### config.mk
export PLATFORM = sky130hd
export DESIGN_NAME = dds_sweep_controller
export DESIGN_NICKNAME = d
export VERILOG_FILES = /design/src/rtl/dds_pkg.sv /design/src/rtl/dds_step_unit.sv /design/src/rtl/dds_sweep_controller.sv
export SDC_FILE = /design/constraint.sdc
export NUM_CORES = 1
export LEC_CHECK = 0
export ABC_CLOCK_PERIOD_IN_PS = 4800
export CORE_UTILIZATION = 56
export CTS_BUF_LIST = sky130_fd_sc_hd__clkbuf_8
export CTS_CLUSTER_DIAMETER = 40
export DETAILED_ROUTE_END_ITERATION = 10
export GPL_TIMING_DRIVEN = 0
export PLACE_DENSITY = 0.79
export SETUP_SLACK_MARGIN = 0.02
export SLEW_MARGIN = 30
export SYNTH_ARGS = -nofsm -noshare
export SYNTH_HDL_FRONTEND = slang
export SYNTH_HIERARCHICAL = 1
export SYNTH_SLANG_ARGS = --single-unit
### constraint.sdc
create_clock -name clock -period 4.8 [get_ports clock]
set_input_delay 1.44 -clock clock [delete_from_list [all_inputs] [get_ports clock]]
set_output_delay 1.44 -clock clock [all_outputs]
set_load 0.1 [all_outputs]
### src/rtl/dds_pkg.sv
// Shared definitions for the DDS sweep controller: default widths,
// sweep mode encodings and the controller state enum.
package dds_pkg;

    localparam int unsigned N_DEFAULT = 8;   // tuning words are N+1 bits
    localparam int unsigned D_DEFAULT = 16;  // dwell counter width

    localparam logic [1:0] MODE_SINGLE   = 2'd0;
    localparam logic [1:0] MODE_REPEAT   = 2'd1;
    localparam logic [1:0] MODE_TRIANGLE = 2'd2;

    typedef enum logic [1:0] {
        IDLE  = 2'd0,
        LOAD  = 2'd1,
        DWELL = 2'd2
    } state_t;

endpackage

### src/rtl/dds_step_unit.sv
// Combinational frequency stepper: next word toward the target with clamping
// on overshoot (including carry/borrow out of the word), plus end-of-sweep.
// Ports:
//   freq      current frequency word
//   step      unsigned step magnitude
//   target    word the sweep is heading to
//   up        1 = step upward, 0 = step downward
//   next_freq stepped word, clamped to target
//   at_end    current word is the target, or step is zero
module dds_step_unit #(
    parameter int unsigned W = 9
) (
    input  logic [W-1:0] freq,
    input  logic [W-1:0] step,
    input  logic [W-1:0] target,
    input  logic         up,
    output logic [W-1:0] next_freq,
    output logic         at_end
);

    logic [W:0] sum;
    logic [W:0] diff;

    always_comb begin
        sum    = {1'b0, freq} + {1'b0, step};
        diff   = {1'b0, freq} - {1'b0, step};
        at_end = (freq == target) || (step == '0);
        if (up) begin
            // sum[W] is the carry out of the word
            if (sum[W] || (sum[W-1:0] > target)) next_freq = target;
            else                                 next_freq = sum[W-1:0];
        end else begin
            // diff[W] is the borrow
            if (diff[W] || (diff[W-1:0] < target)) next_freq = target;
            else                                   next_freq = diff[W-1:0];
        end
    end

endmodule

### src/rtl/dds_sweep_controller.sv
// Frequency sweep sequencer for a DDS phase accumulator. Steps the frequency
// word from start to stop, holding each value cfg_dwell+1 cycles, in single,
// repeat or triangle mode, pulsing phase_load at each sweep start.
// Ports:
//   clock, reset         clock, asynchronous active-high reset
//   cfg_valid/cfg_ready  configuration handshake (ready only in IDLE)
//   cfg_*                sweep configuration captured into shadow registers
//   start, abort         begin sweep (IDLE only) / return to IDLE
//   freq_out, phase_out  tuning words to the accumulator
//   phase_load           one-cycle accumulator re-seed pulse
//   busy, done           sweeping / single sweep completed pulse
module dds_sweep_controller
    import dds_pkg::*;
#(
    parameter int unsigned N = N_DEFAULT,
    parameter int unsigned D = D_DEFAULT
) (
    input  logic         clock,
    input  logic         reset,
    input  logic         cfg_valid,
    output logic         cfg_ready,
    input  logic [N:0]   cfg_start_freq,
    input  logic [N:0]   cfg_stop_freq,
    input  logic [N:0]   cfg_step,
    input  logic [D-1:0] cfg_dwell,
    input  logic [N:0]   cfg_phase,
    input  logic [1:0]   cfg_mode,
    input  logic         start,
    input  logic         abort,
    output logic [N:0]   freq_out,
    output logic [N:0]   phase_out,
    output logic         phase_load,
    output logic         busy,
    output logic         done
);

    localparam int unsigned W = N + 1;

    state_t         state, state_next;
    logic [W-1:0]   sh_start, sh_stop, sh_step, sh_phase;
    logic [D-1:0]   sh_dwell;
    logic [1:0]     sh_mode;
    logic           cfg_loaded;
    logic           capture;

    logic [W-1:0]   eff_start, eff_stop, eff_phase;
    logic [D-1:0]   eff_dwell;

    logic [D-1:0]   cnt, cnt_next;
    logic           up, up_next;
    logic [W-1:0]   target, target_next, rev_target;
    logic [W-1:0]   freq_next, phase_next;
    logic           phase_load_next, done_next, do_load;

    logic [W-1:0]   fwd_next, rev_next;
    logic           fwd_end, rev_end;

    assign capture = cfg_valid && (state == IDLE);

    // A config offered in the same cycle as start takes effect immediately
    assign eff_start = capture ? cfg_start_freq : sh_start;
    assign eff_stop  = capture ? cfg_stop_freq  : sh_stop;
    assign eff_phase = capture ? cfg_phase      : sh_phase;
    assign eff_dwell = capture ? cfg_dwell      : sh_dwell;

    // Triangle turnaround heads back to whichever endpoint we are not at
    assign rev_target = (target == sh_stop) ? sh_start : sh_stop;

    dds_step_unit #(.W(W)) u_step_fwd (
        .freq      (freq_out),
        .step      (sh_step),
        .target    (target),
        .up        (up),
        .next_freq (fwd_next),
        .at_end    (fwd_end)
    );

    dds_step_unit #(.W(W)) u_step_rev (
        .freq      (freq_out),
        .step      (sh_step),
        .target    (rev_target),
        .up        (!up),
        .next_freq (rev_next),
        .at_end    (rev_end)
    );

    // Shadow configuration registers, written only in IDLE
    always_ff @(posedge clock or posedge reset) begin
        if (reset) begin
            sh_start   <= '0;
            sh_stop    <= '0;
            sh_step    <= '0;
            sh_phase   <= '0;
            sh_dwell   <= '0;
            sh_mode    <= MODE_SINGLE;
            cfg_loaded <= 1'b0;
        end else if (capture) begin
            sh_start   <= cfg_start_freq;
            sh_stop    <= cfg_stop_freq;
            sh_step    <= cfg_step;
            sh_phase   <= cfg_phase;
            sh_dwell   <= cfg_dwell;
            sh_mode    <= cfg_mode;
            cfg_loaded <= 1'b1;
        end
    end

    // State and registered outputs
    always_ff @(posedge clock or posedge reset) begin
        if (reset) begin
            state      <= IDLE;
            freq_out   <= '0;
            phase_out  <= '0;
            phase_load <= 1'b0;
            busy       <= 1'b0;
            done       <= 1'b0;
            cfg_ready  <= 1'b1;
            cnt        <= '0;
            up         <= 1'b1;
            target     <= '0;
        end else begin
            state      <= state_next;
            freq_out   <= freq_next;
            phase_out  <= phase_next;
            phase_load <= phase_load_next;
            busy       <= (state_next != IDLE);
            done       <= done_next;
            cfg_ready  <= (state_next == IDLE);
            cnt        <= cnt_next;
            up         <= up_next;
            target     <= target_next;
        end
    end

    // Next-state and output logic; LOAD counts as the first dwell cycle
    always_comb begin
        state_next      = state;
        freq_next       = freq_out;
        phase_next      = phase_out;
        cnt_next        = cnt;
        up_next         = up;
        target_next     = target;
        phase_load_next = 1'b0;
        done_next       = 1'b0;
        do_load         = 1'b0;

        case (state)
            IDLE: begin
                if (start && (cfg_loaded || cfg_valid)) do_load = 1'b1;
            end
            LOAD, DWELL: begin
                state_next = DWELL;
                if (cnt != '0) begin
                    cnt_next = cnt - D'(1);
                end else if (!fwd_end) begin
                    freq_next = fwd_next;
                    cnt_next  = sh_dwell;
                end else begin
                    case (sh_mode)
                        MODE_REPEAT: do_load = 1'b1;
                        MODE_TRIANGLE: begin
                            up_next     = !up;
                            target_next = rev_target;
                            freq_next   = rev_end ? freq_out : rev_next;
                            cnt_next    = sh_dwell;
                        end
                        default: begin
                            state_next = IDLE;
                            done_next  = 1'b1;
                        end
                    endcase
                end
            end
            default: state_next = IDLE;
        endcase

        if (do_load) begin
            state_next      = LOAD;
            freq_next       = eff_start;
            phase_next      = eff_phase;
            cnt_next        = eff_dwell;
            up_next         = (eff_start <= eff_stop);
            target_next     = eff_stop;
            phase_load_next = 1'b1;
        end

        // Abort wins over everything, including a same-cycle start
        if (abort) begin
            state_next      = IDLE;
            freq_next       = freq_out;
            phase_next      = phase_out;
            cnt_next        = cnt;
            up_next         = up;
            target_next     = target;
            phase_load_next = 1'b0;
            done_next       = 1'b0;
        end
    end

endmodule

# Word-level counts from Yosys, hierarchy flattened
# Index checks and enable logic that the tools add are counted.
op_classes:
  addsub: 3
  n_lt_le_gt_ge: 5
  n_eq_ne: 11
  muxes: 50
  n_bitwise: 1
  n_reduce_logical: 24
ops:
  columns: ["operator", "count"]
  rows:
  - ["2-to-1 mux 9 bit", 21]
  - ["2-to-1 mux 16 bit", 6]
  - ["equality test 9 bit", 3]
  - ["greater-than comparator 9 bit", 2]
  - ["less-than comparator 9 bit", 2]
  - ["2-to-1 mux 1 bit", 16]
  - ["nonzero test 16 bit", 1]
  - ["subtractor 16 x 1 -> 16 bit (second input constant)", 1]
  - ["adder 9 x 9 -> 10 bit", 1]
  - ["2-to-1 mux 2 bit", 5]
  - ["AND reduction 5 bit", 2]
  - ["subtractor 9 x 9 -> 10 bit", 1]
  - ["<= comparator 9 bit", 1]
  - ["logical NOT 9 bit", 1]
  - ["nonzero test 2 bit", 4]
  - ["logical OR 1 bit", 7]
  - ["equality test 2 x 1 -> 1 bit (second input constant)", 2]
  - ["equality test 2 bit (second input constant)", 2]
  - ["logical NOT 2 bit", 2]
  - ["!= test 4 x 2 -> 1 bit (second input constant)", 1]
  - ["one-hot mux 2 bit (2 select lines)", 1]
  - ["OR reduction 2 bit", 2]
  - ["!= test 3 x 2 -> 1 bit (second input constant)", 1]
  - ["!= test 3 bit (second input constant)", 1]
  - ["7 further kinds", 8]
word_totals:
  regBits: 105
  output_inout_bits: 22
  word_cells: 111

# Logic depth before layout (Yosys ltp)
# Gate-level depths: netlist of run 1.
logic_depth:
  ltp_word: 12
  ltp_mapped: 19
  mapped_depth_nobuf: 18

# By module
# The synthesis of run 1 kept the hierarchy.
modules_own_cells:
  columns: ["module", "instances", "cells_per_inst", "area_per_inst_um2"]
  rows:
  - ["dds_sweep_controller", 1, 505, 5587.9]
  - ["dds_step_unit at u_step_fwd", 1, 221, 1636.6]
  - ["dds_step_unit at u_step_rev", 1, 221, 1624.1]

# Worst setup path before layout of run 1
# Ideal clock, no wire load.
synth_path:
  path_kind: "register -> register"
  start: "register freq_out[1]"
  end: "register freq_out[4]"
  t_arrival_ns: 4.502
  t_required_ns: 4.674
  path_slack_ns: 0.172
  path_stages_with_launch: 17
  n_path_buf: 0
  path_cell_list: "dfrtp_1 > ha_1 > nor2b_1 > o2111a_1 > o311ai_0 > nand3_1 > nor2b_1 > ha_1 > and4_1 > nand2_1 > o211ai_1 > nand3_1 > mux2_2 > o221a_2 > mux2_2 > mux2i_1 > mux2i_1"
synth_between:
  word_cells_on_any_way: 34
synth_rtl:
  columns: ["item", "line", "rtl"]
  rows:
  - ["from (decl)", "dds_sweep_controller.sv:30", "output logic [N:0] freq_out,"]
  - ["from (signal assigned)", "dds_sweep_controller.sv:123", "freq_out <= freq_next;"]
  - ["subtractor 9 x 9 -> 10 bit or adder 9 x 9 -> 10 bit (tied branches)", "dds_step_unit.sv:26, dds_step_unit.sv:25", null]
  - ["less-than comparator 9 bit or greater-than comparator 9 bit (tied branches)", "dds_step_unit.sv:34, dds_step_unit.sv:30", null]
  - ["logical OR 1 bit, on equally long branches", "dds_step_unit.sv:34, dds_step_unit.sv:30", null]
  - ["2-to-1 mux 9 bit, on equally long branches", "dds_step_unit.sv:34, dds_step_unit.sv:30", null]
  - ["2-to-1 mux 9 bit (*)", "dds_step_unit.sv:28", "if (up) begin"]
  - ["via fwd_next[4]", "dds_sweep_controller.sv:55", "logic [W-1:0] fwd_next, rev_next;"]
  - ["2-to-1 mux 9 bit (*)", "dds_sweep_controller.sv:155", "end else if (!fwd_end) begin"]
  - ["2-to-1 mux 9 bit (*)", "dds_sweep_controller.sv:153", "if (cnt != '0) begin"]
  - ["2-to-1 mux 9 bit (*)", "dds_sweep_controller.sv:147", "case (state)"]
  - ["2-to-1 mux 9 bit (*)", "dds_sweep_controller.sv:177", "if (do_load) begin"]
# Mark *: on every way through the listed nets, which the timed path passes. The rest lies on a longest branch. The select of a mux whose other input is x is not followed.
# A chain may end at the register's enable or synchronous reset.

# Worst setup path after layout of run 1
layout_path:
  start: "register freq_out[5]"
  end: "register freq_out[6]"
layout_between:
  elab_chain_cells: 11
  word_cells_on_any_way: 34
layout_rtl:
  columns: ["item", "line", "rtl"]
  rows:
  - ["adder 9 x 9 -> 10 bit or subtractor 9 x 9 -> 10 bit (tied branches)", "dds_step_unit.sv:25, dds_step_unit.sv:26", null]
  - ["greater-than comparator 9 bit or less-than comparator 9 bit (tied branches)", "dds_step_unit.sv:30, dds_step_unit.sv:34", null]
  - ["logical OR 1 bit, on equally long branches", "dds_step_unit.sv:30, dds_step_unit.sv:34", null]
  - ["2-to-1 mux 9 bit, on equally long branches", "dds_step_unit.sv:30, dds_step_unit.sv:34", null]
  - ["2-to-1 mux 9 bit (*)", "dds_step_unit.sv:28", null]
  - ["via rev_next[6]", "dds_sweep_controller.sv:55", null]
  - ["2-to-1 mux 9 bit (*)", "dds_sweep_controller.sv:164", "freq_next = rev_end ? freq_out : rev_next;"]
  - ["2-to-1 mux 9 bit (*)", "dds_sweep_controller.sv:159", "case (sh_mode)"]
  - ["2-to-1 mux 9 bit (*)", "dds_sweep_controller.sv:155", null]
  - ["2-to-1 mux 9 bit (*)", "dds_sweep_controller.sv:153", null]
  - ["2-to-1 mux 9 bit (*)", "dds_sweep_controller.sv:147", null]
  - ["2-to-1 mux 9 bit (*)", "dds_sweep_controller.sv:177", null]
# Marked as above.

==> impl_results.md, run 1 <==
* IO buf count at 80
* Syn. warnings at 6
* Syn_nets at 1095
* Clock Sinks at 105
* EDFF count, synth at 0
* Nets at 1192
* Drt wl/cell at 19.4 µm
* Outcome: complete, no violations
* Clock Root Buffer: clkbuf_8
* CTS Buf Count at 9
* CP arrival at 4960 ps
* Post-layout util at 0.673
* Die W at 128 µm
* Die ar. at 0.0163 mm²
* Worst setup EP type: register
* Crit path buf inv count at 3
* DR vias at 7786
* CP max stage delay at 520 ps
* Slew headroom at 0.327
* Final wirelength at 24.4 mm
* CP Launch Type: register
* Clock Latency Late Sink at 410 ps
* Post-layout min period at 4670 ps
* Remaining antenna violation count at 0
* Final Max Slew Viols at 0
* # placed instances at 1239
* CTS Buffer Depth at 2
* Final setup TNS at 0 ps
* Synth Area per Inst at 9.34 µm²
* DPL Wire Length at 18.7 mm
* Main synth FF type: dfrtp_1
* GRT Util Overall at 0.312
* Worst slew pin tran at 1010 ps
* Clock Skew at 22.3 ps
* Initial drt markers at 699
* # Max-Cap Violations at 0
* Die Ht at 128 µm
* Kind of cell adding the most delay to the critical path: compound AO/OA/AOI/OAI gates
* Worst Path Required at 5100 ps
* CTS H-Tree Depth at 3
* Most frequent cells in the layout: 95 x dfrtp_1, 89 x inv_1, 85 x ha_1
* Area share of the largest cell type after synthesis at 0.291
* Largest net degree at the start of global routing at 60
* Area grow syn2layout at 16.4%
* Crit-path max FO at 9
* Commonest non-fill, non-tap cell in the layout: dfrtp_1
* Crit Path Category: register to register
* Final Cycle Share at 0.972
* Via/cell ratio at 6.17
* Final setup fails at 0
* I/O pin count at 81
* Synth cell types at 75
* Share of layout cells above drive strength 1 at 0.145
* Sequential element share of the synthesized area at 0.297
* Peak Freq at 0.214 GHz
* CP max-delay cell: dfrtp_2
* Global route overflow at 0
* Post-synthesis instance area at 0.00885 mm²
* HP Class: register to register
* First-pass GRT wire length at 39.4 mm
* DR pass1 iterations at 5
* Core ar. at 0.0153 mm²
* Biggest area consumer among synthesized cells: dfrtp_1
* Starting Density at 0.578
* Hold Vio Cnt, Final at 0
* CTS tree: done
* Worst path cell trace: buf_12, ha_1, buf_2, or3_4, o221ai_4, o22ai_1, xnor2_1, inv_1, ha_1, a21oi_1, o21ai_0, a2111oi_2, a211oi_2, or4b_1, o221a_2, mux2_2, mux2i_1, mux2i_1
* Synth top area cells: dfrtp_1 29%, ha_1 12%, mux2_2 8.5%
* Seq cells post-synth at 105
* Post-Syn Instances at 947
* Fin cells at 1261
* Clock-pin slew on the worst setup and hold paths at 120 ps
* Vias in the first global route at 7697
* Row Count at 45
* GPL Wtd Cong at 0.949
* Antenna violations before repair at 1
* # DRC at 0
* Ys async rst share at 1.00
## sequential cells by signal, summed over array words and instances, names as in the netlist, 2 cells and up
register   flops
freq_out       9
sh_stop        9
sh_step        9
state          2
sh_dwell      16
cnt           16
sh_start       9
target         9
sh_phase       9
phase_out      9
sh_mode        2
## cells in the mapped netlist, types with 4 or more instances
| cell | count |
|---|---|
| and3_1 | 11 |
| o221a_2 | 6 |
| ha_1 | 85 |
| nor3_1 | 19 |
| a31oi_1 | 5 |
| a21o_1 | 5 |
| o41ai_1 | 5 |
| a211oi_1 | 8 |
| o22ai_1 | 4 |
| nand4_1 | 14 |
| or4_1 | 5 |
| or4b_1 | 7 |
| nor2_1 | 42 |
| mux2i_1 | 23 |
| nor4_1 | 6 |
| o31ai_1 | 10 |
| o221ai_1 | 7 |
| a21oi_1 | 61 |
| o211ai_1 | 25 |
| dfrtp_1 | 103 |
| xnor2_1 | 39 |
| nor2b_1 | 14 |
| inv_1 | 90 |
| o311ai_0 | 4 |
| buf_2 | 9 |
| mux2_1 | 10 |
| fa_1 | 4 |
| a221oi_1 | 8 |
| mux2_2 | 67 |
| o21ai_1 | 22 |
| nand2b_1 | 4 |
| o21bai_1 | 5 |
| or3_1 | 7 |
| o21ai_0 | 11 |
| a22o_1 | 8 |
| clkbuf_1 | 25 |
| nand2_1 | 56 |
| o21a_1 | 8 |
| xor2_1 | 18 |
| nand3_1 | 22 |
| buf_6 | 5 |
| a211o_1 | 6 |
## kinds of logic after synthesis
logic type,synth area share
AOI/OAI and AO/OA,0.187
xor gates and xnor gates,0.0564
adders and majority gates,0.129
buffers and inverters,0.0633
DFF,0.297
muxes,0.124
and+or+nand+nor,0.143
## final timing paths
check | from | endpoint | slack, ps | cells after the start
setup / recovery | freq_out[5]$_DFFE_PP0P_ | freq_out[6]$_DFFE_PP0P_ | 130 | 18
hold / removal | cfg_loaded$_DFFE_PP0N_ | cfg_loaded$_DFFE_PP0N_ | 490 | 1
setup reg to reg | freq_out[5]$_DFFE_PP0P_ | freq_out[6]$_DFFE_PP0P_ | 130 | 18
hold reg to reg | cfg_loaded$_DFFE_PP0N_ | cfg_loaded$_DFFE_PP0N_ | 490 | 1
max in group asynchronous | reset | up$_DFFE_PP1P_ | 2640 | 3
min in group asynchronous | reset | phase_out[6]$_DFFE_PP0P_ | 1460 | 2
## cell type report
cell class	instances	area, µm²
fill	1297	5010
multi-input combinational	707	5730
antenna	1	2.50
buffer	40	203
inverter	92	352
clock inverter	7	87.6
clock buffer	9	124
timing repair buffer	89	901
tap	211	264
sequential	105	2640
## repair_timing
item                                    CTS  global route
pin swaps                                 0             2
hold buffers                              0             0
buffers inserted                          0             8
gates resized for setup                   6            13
endpoints found under the setup margin    9             9
## per-layer routing
| layer | share of wire | track usage |
|---|---|---|
| met5 | 0 | 0 |
| met4 | 0.032 | 0.130 |
| met3 | 0.070 | 0.0672 |
| met2 | 0.45 | 0.489 |
| met1 | 0.44 | 0.419 |
## through the flow
step / setup WS (ps) / instance area, µm² / hold slack [ps]
floorplan: 172 / 8850 / 436
global placement: -1010 / 9910 / 461
detailed placement: -245 / 9950 / 470
CTS: 22.4 / 10200 / 502
global route: -3.68 / 10300 / 520
finish: 133 / 10300 / 494
Power of run 1 is not shown: default switching activity piles up to over one toggle a cycle in this logic, so the estimate is an artifact.
==> inputs of run 2 (changes only) <==
CORE_MARGIN = 4   (was unset)
==> run 2 against run 1 <==
Against the previous run: worst hold slack gained 0.95 ps; global-route usage shrank 4.3 points; worst setup slack gained 72 ps; critical path depth is the same; register-to-register slack gained 70 ps; via count shrank 1.7%; design area shrank 0.46%; non-clock buffer count shrank 5; clock-buffer cell count is the same; core utilization shrank 0.31 points; final cell count shrank 0.48%; critical path type unchanged; largest cell class unchanged.
==> impl_results.md, run 2 (same netlist as run 1, synthesis figures left out) <==
* Outcome: complete, no violations
* Clock Root Buffer: clkbuf_8
* Final Max Slew Viols at 0 (unchanged)
* Nets at 1187 (-0.42%)
* CP arrival at 4880 ps (-80 ps)
* Clock Latency Late Sink at 400 ps (about the same)
* Initial drt markers at 595 (-15%)
* CP max-delay cell: dfrtp_1
* Final setup fails at 0 (unchanged)
* Final wirelength at 24.0 mm (-2.0%)
* Worst slew pin tran at 1000 ps (-6.98 ps)
* Antenna violations before repair at 0 (-1)
* Via/cell ratio at 6.10 (-1.2%)
* CP max stage delay at 530 ps (about the same)
* R2R setup slack at 200 ps (+70 ps)
* I/O pin count at 81 (unchanged)
* Share of layout cells above drive strength 1 at 0.143 (-0.00218)
* Hold Vio Cnt, Final at 0 (unchanged)
* Kind of cell adding the most delay to the critical path: compound AO/OA/AOI/OAI gates
* Clock Sinks at 105 (unchanged)
* IO buf count at 80 (unchanged)
* Placed Instance Area at 0.00995 mm² (unchanged)
* Largest net degree at the start of global routing at 65 (+8.3%)
* Row Count at 45 (unchanged)
* Core ar. at 0.0153 mm² (unchanged)
* Crit-path max FO at 10 (+1)
* Vias in the first global route at 7479 (-2.8%)
* Clock Skew at 13.9 ps (-8.36 ps)
* Clock-pin slew on the worst setup and hold paths at 120 ps (about the same)
* WHS Path Cells at 1 (unchanged)
* First-pass GRT wire length at 38.7 mm (-1.6%)
* Remaining antenna violation count at 0 (unchanged)
* Pre-CTS WS at -106 ps (+139 ps)
* Die ar. at 0.0179 mm² (+9.6%)
* Worst hold endpoint: cfg_loaded$_DFFE_PP0N_
* DR pass1 iterations at 5 (unchanged)
* Worst Path Required at 5090 ps (about the same)
* Area grow syn2layout at 15.9%
* Reg2reg path depth at 18 (unchanged)
* Die W at 134 µm (+4.7%)
* Largest regs: cnt: 16 flops, sh_dwell: 16 flops
* GPL Wtd Cong at 0.940 (-0.96%)
* Most frequent cells in the layout: 96 x dfrtp_1, 89 x inv_1, 85 x ha_1
* CTS Buf Count at 9 (unchanged)
* Final setup TNS at 0 ps (unchanged)
* Drt wl/cell at 19.1 µm (-1.5%)
* CTS H-Tree Depth at 3 (unchanged)
* Worst r2r src: sh_step[3]$_DFFE_PP0N_
* Post-layout min period at 4600 ps (-71.7 ps)
* # Max-Cap Violations at 0 (unchanged)
* Final Cycle Share at 0.957 (-0.0149)
* Crit Path Category: register to register
* Worst path cell trace: inv_1, ha_1, buf_6, or3_4, o221ai_4, o22ai_1, xnor2_2, inv_1, ha_1, a21oi_1, o21ai_0, a2111oi_1, a211oi_2, or4b_1, o221a_2, mux2_2, mux2i_1, mux2i_1
* HP Class: register to register
* Global route overflow at 0 (unchanged)
* Cts hold-fix bufs at 0 (unchanged)
* RR Endpoint: freq_out[5]$_DFFE_PP0P_
* DPL Wire Length at 18.8 mm (+0.83%)
* Setup ws final at 204 ps (+71.7 ps)
* Worst setup EP type: register
* Ant diodes at 0 (-1)
* HP Start: cfg_loaded$_DFFE_PP0N_
* Slew headroom at 0.331 (+0.00467)
* GRT Util Overall at 0.269 (-0.0428)
* # DRC at 0 (unchanged)
* DR vias at 7657 (-1.7%)
* Die Ht at 134 µm (+4.7%)
* Starting Density at 0.578 (unchanged)
* CTS Buffer Depth at 2 (unchanged)
* Peak Freq at 0.218 GHz (+1.6%)
* CTS tree: done
* Post-layout util at 0.670 (-0.00310)
* Crit path buf inv count at 3 (unchanged)
* CP Launch Type: register
* Commonest non-fill, non-tap cell in the layout: dfrtp_1
* Design area at 0.0103 mm² (-0.46%)
[run 2: cell type report]
type | instances | area [µm²]
buffer | 39 | 199
clock inverter | 7 | 90.1
clock buffer | 9 | 124
inverter | 92 | 352
sequential | 105 | 2640
timing repair buffer | 85 | 853
tap | 211 | 264
fill | 1297 | 5060
multi-input combinational | 707 | 5730
[run 2: layer usage]
layer / vias to the layer above / GRT usage / part of all wire
met5: - / 0 / 0
li1: 3636 / - / -
met4: 0 / 0.0829 / 0.026
met3: 50 / 0.0597 / 0.070
met1: 3672 / 0.365 / 0.45
met2: 299 / 0.430 / 0.46
[run 2: per-stage QoR]
stage          std cells  hold WS, ps
3_3_place_gp        1238          462
6_report            1255          495
3_5_place_dp        1239          462
2_1_floorplan        947          436
5_1_grt             1255          514
4_1_cts             1255          496
[run 2: repair_timing]
| action | CTS | global route |
|---|---|---|
| resized for setup | 2 | 17 |
| buffers inserted | 0 | 4 |
| pin swaps | 0 | 2 |
| setup endpoints to repair | 8 | 9 |
[run 2: worst max-delay path by stage]
stage,from,to,slack [ps],cells past startpoint
global route,sh_step[3]$_DFFE_PP0N_,freq_out[5]$_DFFE_PP0P_,-30,18
finish,sh_step[3]$_DFFE_PP0N_,freq_out[5]$_DFFE_PP0P_,200,18
detailed placement,target[8]$_DFFE_PP0P_,freq_out[1]$_DFFE_PP0P_,-110,17
global placement,reset,sh_step[0]$_DFFE_PP0N_,-1000,2
CTS,target[8]$_DFFE_PP0P_,freq_out[7]$_DFFE_PP0P_,70,17
floorplan,freq_out[1]$_DFFE_PP0P_,freq_out[4]$_DFFE_PP0P_,170,16
Power of run 2 is left out for the same reason.
==> inputs of run 3 (changes only) <==
PLACE_DENSITY = 0.8   (was 0.79)
SYNTH_HIERARCHICAL = unset   (was 1)
==> run 3 against run 2 <==
Against the previous run: first-iteration DRC count down 8.2%; flip-flop and latch count unchanged; critical path type unchanged; highest routed layer unchanged; via count down 9.7%; largest cell class unchanged; die area down 12%; worst hold slack better by 11 ps; critical endpoint is now freq_out[0]$_DFFE_PP0P_; clock skew up 1.2 ps; register-to-register slack worse by 60 ps.
==> impl_results.md, run 3 <==
* IO buf count at 80 (unchanged)
* Slew headroom at 0.327 (-0.00458)
* Fin cells at 1115 (-11%)
* Sequential element share of the synthesized area at 0.342 (+0.0443)
* Main combinational cell family by area after synthesis: compound AO/OA/AOI/OAI gates
* Final wirelength at 23.2 mm (-3.3%)
* Die Ht at 125 µm (-6.3%)
* Clock Latency Late Sink at 400 ps (about the same)
* Worst r2r src: freq_out[0]$_DFFE_PP0P_
* I/O pin count at 81 (unchanged)
* DPL Wire Length at 17.8 mm (-5.7%)
* CTS H-Tree Depth at 3 (unchanged)
* R2R setup slack at 140 ps (-60 ps)
* Biggest area consumer among synthesized cells: dfrtp_1
* Hold Vio Cnt, Final at 0 (unchanged)
* Crit Path Category: register to register
* Nets at 1058 (-11%)
* Final Max Slew Viols at 0 (unchanged)
* Worst setup EP type: register
* HP Start: sh_phase[8]$_DFF_PP0_
* Ys async rst share at 1.00 (unchanged)
* RSZ-0062 raised after global routing: true
* Largest net degree at the start of global routing at 65 (unchanged)
* Register area at 0.00263 mm² (-0.28%)
* Most numerous cell in the Yosys netlist: dfrtp_1
* CTS Buffer Depth at 2 (unchanged)
* Post-Syn Instances at 834 (-12%)
* Row Count at 42 (-6.7%)
* Adder-cell area share of the yosys netlist at 0.110 (-0.0191)
* Synth top cells by count: 103 x dfrtp_1, 64 x nand2_1, 63 x ha_1
* # placed instances at 1091 (-12%)
* Mux cell area share after synthesis at 0.118 (-0.00620)
* Post-layout min period at 4660 ps (+60.7 ps)
* Remaining antenna violation count at 0 (unchanged)
* Largest regs: cnt: 16 flops, sh_dwell: 16 flops
* Core ar. at 0.0133 mm² (-13%)
* DR pass1 iterations at 6 (+1)
* Drt wl/cell at 20.8 µm (+8.8%)
* Area share of the largest cell type after synthesis at 0.335 (+0.0435)
* Starting Density at 0.577 (-0.000912)
* Global route overflow at 0 (unchanged)
* Synth top area cells: dfrtp_1 33%, ha_1 10%, mux2_2 9.1%
* Vias in the first global route at 6943 (-7.2%)
* CTS tree: done
* CP Launch Type: register
* Worst setup endpoint: freq_out[0]$_DFFE_PP0P_
* Die W at 125 µm (-6.3%)
* Outcome: complete, no violations
* Die ar. at 0.0157 mm² (-12%)
* Syn. warnings at 0 (-6)
* Main synth FF type: dfrtp_1
* Synth Area per Inst at 9.23 µm² (-1.2%)
* CP arrival at 4960 ps (+80 ps)
* Via/cell ratio at 6.20 (+1.6%)
* Final setup fails at 0 (unchanged)
* Area grow syn2layout at 18.6%
* Synth cell types at 66 (-12%)
* Worst slew pin tran at 1010 ps (+6.85 ps)
* Clock Root Buffer: clkbuf_8
* Clock-pin slew on the worst setup and hold paths at 120 ps (about the same)
* Reg2reg path depth at 20 (+2)
* GPL Wtd Cong at 1.04 (+10%)
* EDFF count, synth at 0 (unchanged)
* GRT Util Overall at 0.296 (+0.0269)
* Antenna violations before repair at 0 (unchanged)
* CTS Buf Count at 9 (unchanged)
* Most frequent cells in the layout: 102 x dfrtp_1, 80 x clkdlybuf4s50_1, 63 x nand2_1, 63 x ha_1
* Final Cycle Share at 0.970 (+0.0127)
* Area of the multi-input gates at 0.00482 mm² (-16%)
* Syn_nets at 958 (-13%)
* HP Class: register to register
* # DRC at 0 (unchanged)
* CP startpoint: freq_out[0]$_DFFE_PP0P_
* First-pass GRT wire length at 37.1 mm (-4.2%)
* Synth Area in Compound Gates at 0.184 (-0.00208)
* RR Endpoint: freq_out[0]$_DFFE_PP0P_
* Simple-gate area share of the yosys netlist at 0.142 (-0.000895)
* Commonest non-fill, non-tap cell in the layout: dfrtp_1
* Share of layout cells above drive strength 1 at 0.135 (-0.00747)
* XOR/XNOR Fraction of Synth Area at 0.0580 (+0.00159)
* Worst Path Required at 5110 ps (+20 ps)
* Crit-path max FO at 10 (unchanged)
* Initial drt markers at 546 (-8.2%)
* Seq cells post-synth at 105 (unchanged)
* Ant diodes at 0 (unchanged)
* Clock Sinks at 105 (unchanged)
* Post-layout util at 0.684 (+0.0147)
* # Max-Cap Violations at 0 (unchanged)
* Post-synthesis instance area at 0.00770 mm² (-13%)
* Layout fillers at 1086 (-16%)
* Clock Skew at 15.2 ps (+1.25 ps)
* DR vias at 6915 (-9.7%)
* Peak Freq at 0.215 GHz (-1.3%)
-- run 3: changes by cell type after synthesis, sizes merged, moves of 9 or more --
cell and change:
ha -22, o221ai -9, xor2 -10, nor2 +20, a211oi +13, o21ai +20, nor3 -11, mux2 -14
inv -34, buf -14, o211ai -12
-- run 3: per-layer routing --
| metal | track usage | share of wire | up-vias |
|---|---|---|---|
| li1 | - | - | 3213 |
| met1 | 0.387 | 0.41 | 3332 |
| met2 | 0.480 | 0.47 | 303 |
| met3 | 0.0674 | 0.084 | 67 |
| met4 | 0.117 | 0.036 | 0 |
| met5 | 0 | 0 | - |
-- run 3: cells by family (layout without fill, tap and decap cells) --
logic type,after synthesis,in the layout
simple gates,225,225
compound gates,215,215
flops,105,105
buf+inv,89,194
mux,82,82
fa+ha+maj,67,67
xor+xnor,51,51
-- run 3: worst max-delay path, cell delays in order, from the launching register on --
cell	delay, ps
dfrtp_2	470
inv_1	70
ha_1	140
inv_1	50
fa_1	410
a21o_1	190
a21oi_2	180
nand2b_1	150
nand2b_1	70
a21oi_1	240
xnor2_2	210
ha_1	310
a21o_1	160
a211o_1	300
a41o_1	230
o311ai_1	310
o211ai_1	180
buf_2	250
a21oi_1	190
a21oi_1	100
o41ai_2	330
-- run 3: area by class of cell --
cell class	instances	area share
multi-input cells	640	0.528
flip-flops and latches	105	0.288
repair buffers	89	0.0973
well taps	176	0.0241
inverters	56	0.0236
plain buffers	33	0.0160
clock buffers	9	0.0136
clock inverters	7	0.00959
-- run 3: how the worst min path moves through the flow --
stage	slack, ps	cells past startpoint	end
after floorplan	460	1	cfg_loaded$_DFFE_PP0P_
after global placement	480	1	sh_phase[1]$_DFF_PP0_
after detailed placement	480	1	sh_phase[8]$_DFF_PP0_
after CTS	510	1	sh_phase[8]$_DFF_PP0_
after global routing	520	1	sh_phase[4]$_DFF_PP0_
final	510	1	sh_phase[8]$_DFF_PP0_
-- run 3: what timing repair did --
item	4_1_cts	5_1_grt
cloned	0	0
setup endpoints to repair	9	9
hold buffers	0	0
pin swaps	2	4
buffers inserted	3	5
hold endpoints to repair	0	0
resized for setup	6	19
-- run 3: stage by stage --
| step | worst slack [ps] | hold slack (ps) | TNS, ps | cell area [µm²] |
|---|---|---|---|---|
| 6_report | 144 | 506 | 0 | 9130 |
| 5_1_grt | 2.61 | 524 | 0 | 9130 |
| 4_1_cts | 4.02 | 511 | 0 | 9010 |
| 3_5_place_dp | -544 | 482 | -1160 | 8750 |
| 3_3_place_gp | -1040 | 479 | -108070 | 8720 |
| 2_1_floorplan | 105 | 458 | 0 | 7700 |
Power of run 3 is left out for the same reason.
